==> config.mk <==
export PLATFORM = sky130hd
export DESIGN_NAME = sixteen_bit_rca
export DESIGN_NICKNAME = d
export VERILOG_FILES = /design/src/rtl/sixteen_bit_rca.sv
export SDC_FILE = /design/constraint.sdc
export NUM_CORES = 1
export LEC_CHECK = 0
export ABC_AREA = 1
export CAP_MARGIN = 30
export CELL_PAD_IN_SITES_DETAIL_PLACEMENT = 0
export CELL_PAD_IN_SITES_GLOBAL_PLACEMENT = 1
export CORE_MARGIN = 4
export CORE_UTILIZATION = 45
export DETAILED_ROUTE_END_ITERATION = 6
export DONT_BUFFER_PORTS = 1
export GPL_ROUTABILITY_DRIVEN = 1
export PLACE_DENSITY = 0.83
export SYNTH_ARGS = -nofsm -noshare
export SYNTH_HDL_FRONTEND = slang
export SYNTH_SLANG_ARGS = --single-unit
==> constraint.sdc <==
create_clock -name clk -period 0.8 [get_ports clk]
set_clock_uncertainty 0.05 [all_clocks]
set_input_delay 0.16 -clock clk [delete_from_list [all_inputs] [get_ports clk]]
set_output_delay 0.16 -clock clk [all_outputs]
set_load 0.02 [all_outputs]
==> src/rtl/sixteen_bit_rca.sv <==
// ============================================================================
// Module   : sixteen_bit_rca
// Purpose  : Ripple-carry adder with registered sum and carry-out.
// Revision : 1.0 - initial release
// ============================================================================
`default_nettype none

module sixteen_bit_rca #(
  parameter int WIDTH = 16
) (
  input  logic             clk,
  input  logic             rst_n,
  input  logic [WIDTH-1:0] A,
  input  logic [WIDTH-1:0] B,
  input  logic             cin,
  output logic [WIDTH-1:0] Output,
  output logic             cout
);

  logic [WIDTH:0]   w_c;
  logic [WIDTH-1:0] w_s;

  assign w_c[0] = cin;

  // One full-adder cell per bit; the carry ripples through the chain.
  for (genvar i = 0; i < WIDTH; i++) begin : g_fa
    assign w_s[i]   = A[i] ^ B[i] ^ w_c[i];
    assign w_c[i+1] = (A[i] & B[i]) | (A[i] & w_c[i]) | (B[i] & w_c[i]);
  end

  always_ff @(posedge clk or negedge rst_n) begin
    if (!rst_n) begin
      Output <= '0;
      cout   <= 1'b0;
    end else begin
      Output <= w_s;
      cout   <= w_c[WIDTH];
    end
  end

endmodule

`default_nettype wire

; ---- After elaboration in Yosys (flattened, before gate mapping)
; Index checks and enable logic that the tools add are counted.
[word_totals]
in_bits = 35
word_cells = 114
out_inout_bits = 17
register_bits = 17
[op_classes]
n_bitwise = 112
[ops]
columns = operator, count
row1 = 1-bit AND, 48
row2 = 1-bit bitwise OR, 32
row3 = 1-bit bitwise XOR, 32

; ---- Depth between registers and ports, before layout
[depth]
depth_word = 48
ltp_mapped = 20
mapped_depth_nobuf = 20

; ---- Least setup slack after synthesis
; OpenSTA, ideal clock, no wires.
[synth_timing]
path_kind = input to register
from = in A[0]
to = reg Output[15]
t_arrival_ps = 6210
cell_stages = 20
n_path_buf = 0
setup_time_ps = 64
setup_slack_ps = -5524
t_required_ps = 686
path_cell_list = inv_1 > fa_1 > inv_1 > fa_1 > fa_1 > fa_1 > fa_1 > fa_1 > fa_1 > fa_1 > fa_1 > fa_1 > fa_1 > fa_1 > fa_1 > fa_1 > fa_1 > inv_1 > fa_1 > inv_1
[synth_between]
elab_chain_cells = 46
elab_cells_between_ends = 61
classes_between = bitwise (61)
[synth_rtl]
columns = element, line_no
row1 = from (decl), 13  ; input logic [WIDTH-1:0] A,
row2 = 1-bit AND, 28  ; assign w_c[i+1] = (A[i] & B[i]) | (A[i] & w_c[i]) | (B[i] & w_c[i]);
row3 = 1-bit bitwise OR (*) (2 in series), 28
row4 = 1-bit AND, 28
row5 = 1-bit bitwise OR, 28
row6 = 1-bit bitwise OR (*), 28
row7 = 1-bit AND, 28
row8 = 1-bit bitwise OR, 28
row9 = 1-bit bitwise OR (*), 28
row10 = [30 not listed], --
row11 = 1-bit AND, 28
row12 = 1-bit bitwise OR, 28
row13 = 1-bit bitwise OR (*), 28
row14 = 1-bit AND, 28
row15 = 1-bit bitwise OR, 28
row16 = 1-bit bitwise OR (*), 28
row17 = 1-bit bitwise XOR (*), 27  ; assign w_s[i] = A[i] ^ B[i] ^ w_c[i];
row18 = net w_s[15], 21  ; logic [WIDTH-1:0] w_s;
row19 = to (signal assigned), 36  ; Output <= w_s;
row20 = to (decl), 16  ; output logic [WIDTH-1:0] Output,
; The timed path passes the listed nets; every way through them passes the cells marked *.

; ---- Final worst setup path
; Same ends and word-level chain as after synthesis.

==> summary.txt <==
Final Worst Setup Slack -> -4.856 ns
I/O Pins -> 52
Setup violators final -> 33
H-tree depth -> 1
Die ar. -> 2472 um2
Clk pwr share -> 21.3%
NetSw -> 0.6295 mW
Die X -> 49.72 um
Final Hold Fails -> 17
Minimum clock period -> 5.656 ns
Worst slack at placement -> -5.171 ns
Syn Inst Count -> 43
Initial antenna violation count -> 0
P_leak -> 0.3778 nW
Post-synth top area share -> 54.31%
Seq/Total Area, Yosys -> 54.31%
Clk sinks -> 17
Critical path required time -> 0.97 ns
Area leader, netlist -> dfrtp_1
Synth Register Bits -> 17
GPL Wtd Cong -> 0.6433
First-pass GRT wire length -> 2049 um
YS warnings -> 0
TritonRoute pass-1 iters -> 1
Max Freq -> 176.8 MHz
Crit-path max FO -> 1
Routed length per instance -> 20.58 um
DRC violations left -> 0
Peak supply drop -> 1.165 mV
Initial Util -> 49.68%
Initial DRC Count -> 0
Total power per unit cell area -> 2140 nW/um2
Total track usage -> 11.91%
Data arrival time of the critical path -> 5.82 ns
FF/Latch Area -> 437.9 um2
Post CTS Setup Buffer Count -> 0
ANT cells -> 0
Hold WC Path Type -> input pin to async pin
Vias in the first global route -> 386
Core area -> 1577 um2
Critical setup path kind -> input pin to flop
Die H -> 49.72 um
Layout cells sized above 1 -> 68.75%
Multi-input gate area -> 357.8 um2
Clock Path Buffers -> 2
Post-DP HPWL -> 1252 um
CP Launch Type -> input pin
Max_cap viols -> 0
Status -> complete, but fails checks
Placed cell areas -> 858.3 um2
Number of routed nets with antenna violations -> 0
Cell Area, Synth -> 783.3 um2
Sequential share of power -> 66.5%
Slew @ Worst Pin -> 0.7106 ns
Pwr Total -> 1.992 mW
Final Instance Area -> 930.9 um2
Top post-synthesis cells by area -> dfrtp_1 (54%), fa_1 (41%), inv_1 (4.8%)
Syn nets -> 94
Violated checks -> hold timing, setup timing
Port buffer count -> 0
Setup TNS after final layout -> -43.53 ns
Sw Ratio -> 31.60%
Synth-to-Final Area Change -> 18.85%
Worst-path clk slew -> 0.09 ns
Fillers -> 120
Fin nets -> 100
CP endpoint kind -> flop
Final period util -> 707.0%
RSZ-0062 raised after global routing -> yes
Fin util -> 59.05%
CTS root buf -> clkbuf_4
Grt total ovfl -> 0
Vias per std cell -> 5.125
DP Cell Count -> 59
Combinational Power Share -> 12.2%
Hold_ws -> -0.05567 ns
Pint -> 1.362 mW
Pin count of the biggest net entering global routing -> 18
Via count -> 328
Site Rows -> 14
Drt total wl -> 1317 um
Syn Area/Cell -> 18.22 um2
Fin. max-slew vios -> 0
Finished Layout Cells -> 64
Max-Slew Margin vs Limit -> 52.62%
CTS buffer count -> 3
Distinct cells, synth -> 3
CTS tree -> yes
-- critical path, cell delays in order --
cell and delay (ns):
clkinv_16 0.02, fa_2 0.18, inv_2 0.04, fa_2 0.34
fa_2 0.37, fa_2 0.35, fa_2 0.34, fa_2 0.35
fa_2 0.37, fa_2 0.36, fa_2 0.35, fa_2 0.34
fa_2 0.34, fa_2 0.35, fa_2 0.36, fa_2 0.34
fa_2 0.34, inv_2 0.06, fa_1 0.39, inv_1 0.06
-- layout make-up --
class	count	share of cell area, %
repair buffers	1	1.344
well taps	16	2.151
inverters	10	8.199
multi-input cells	16	38.44
flip-flops and latches	17	47.04
clock buffers	4	2.823
-- cells by family (layout without fill, tap and decap cells) --
logic type | after synthesis | count (layout) | synth area share (%)
buffers and inverters | 10 | 15 | 4.793
adders and majority gates | 16 | 16 | 40.89
DFF | 17 | 17 | 54.31
-- power by group through the flow --
stage / registers, mW / clock network (mW) / logic [mW]
final: 1.32 / 0.424 / 0.243
after global routing: 1.34 / 0.481 / 0.294
after CTS: 1.33 / 0.434 / 0.250
after detailed placement: 1.33 / 0 / 0.230
after global placement: 1.33 / 0 / 0.194
after floorplan: 1.30 / 0 / 0.163
-- synthesized netlist by cell type --
master and instances:
inv_1 10, dfrtp_1 17, fa_1 16
-- registers in the layout (all words and copies together), names as in the netlist --
| signal | flops |
|---|---|
| cout | 1 |
| Output | 16 |
-- timing repair --
| item | CTS | global route |
|---|---|---|
| hold buffers | 1 | 0 |
| setup endpoints to repair | 33 | 50 |
| gates resized for setup | 9 | 7 |
| endpoints found under the hold margin | 17 | 0 |
-- cells in the final DEF (no fill, tap or decap) --
master          netlist  final
dlymetal6s4s_1        0      1
dfrtp_1              17      7
fa_1                 16      1
clkinv_16             0      1
inv_6                 0      1
clkbuf_1              0      1
inv_8                 0      1
fa_2                  0     15
clkbuf_4              0      3
dfrtp_2               0     10
inv_2                 0      2
inv_1                10      5
-- layer usage --
layer | GRT usage [%] | vias up | routed length (um)
met3 | 5.120 | 0 | 148
met1 | 12.42 | 175 | 384
li1 | - | 127 | -
met2 | 21.81 | 26 | 784
met4 | 2.765 | 0 | 0
met5 | 0 | - | 0
-- final timing paths --
check / slack (ns) / from / cells after the start / end
setup / recovery: -4.86 / A[0] / 20 / Output[15]
hold / removal: -0.06 / rst_n / 1 / Output[2]
max in group asynchronous: 0.26 / rst_n / 1 / Output[7]
min in group clk: 0.03 / B[4] / 1 / Output[4]
Note: power is estimated with default switching activity, not from simulation.
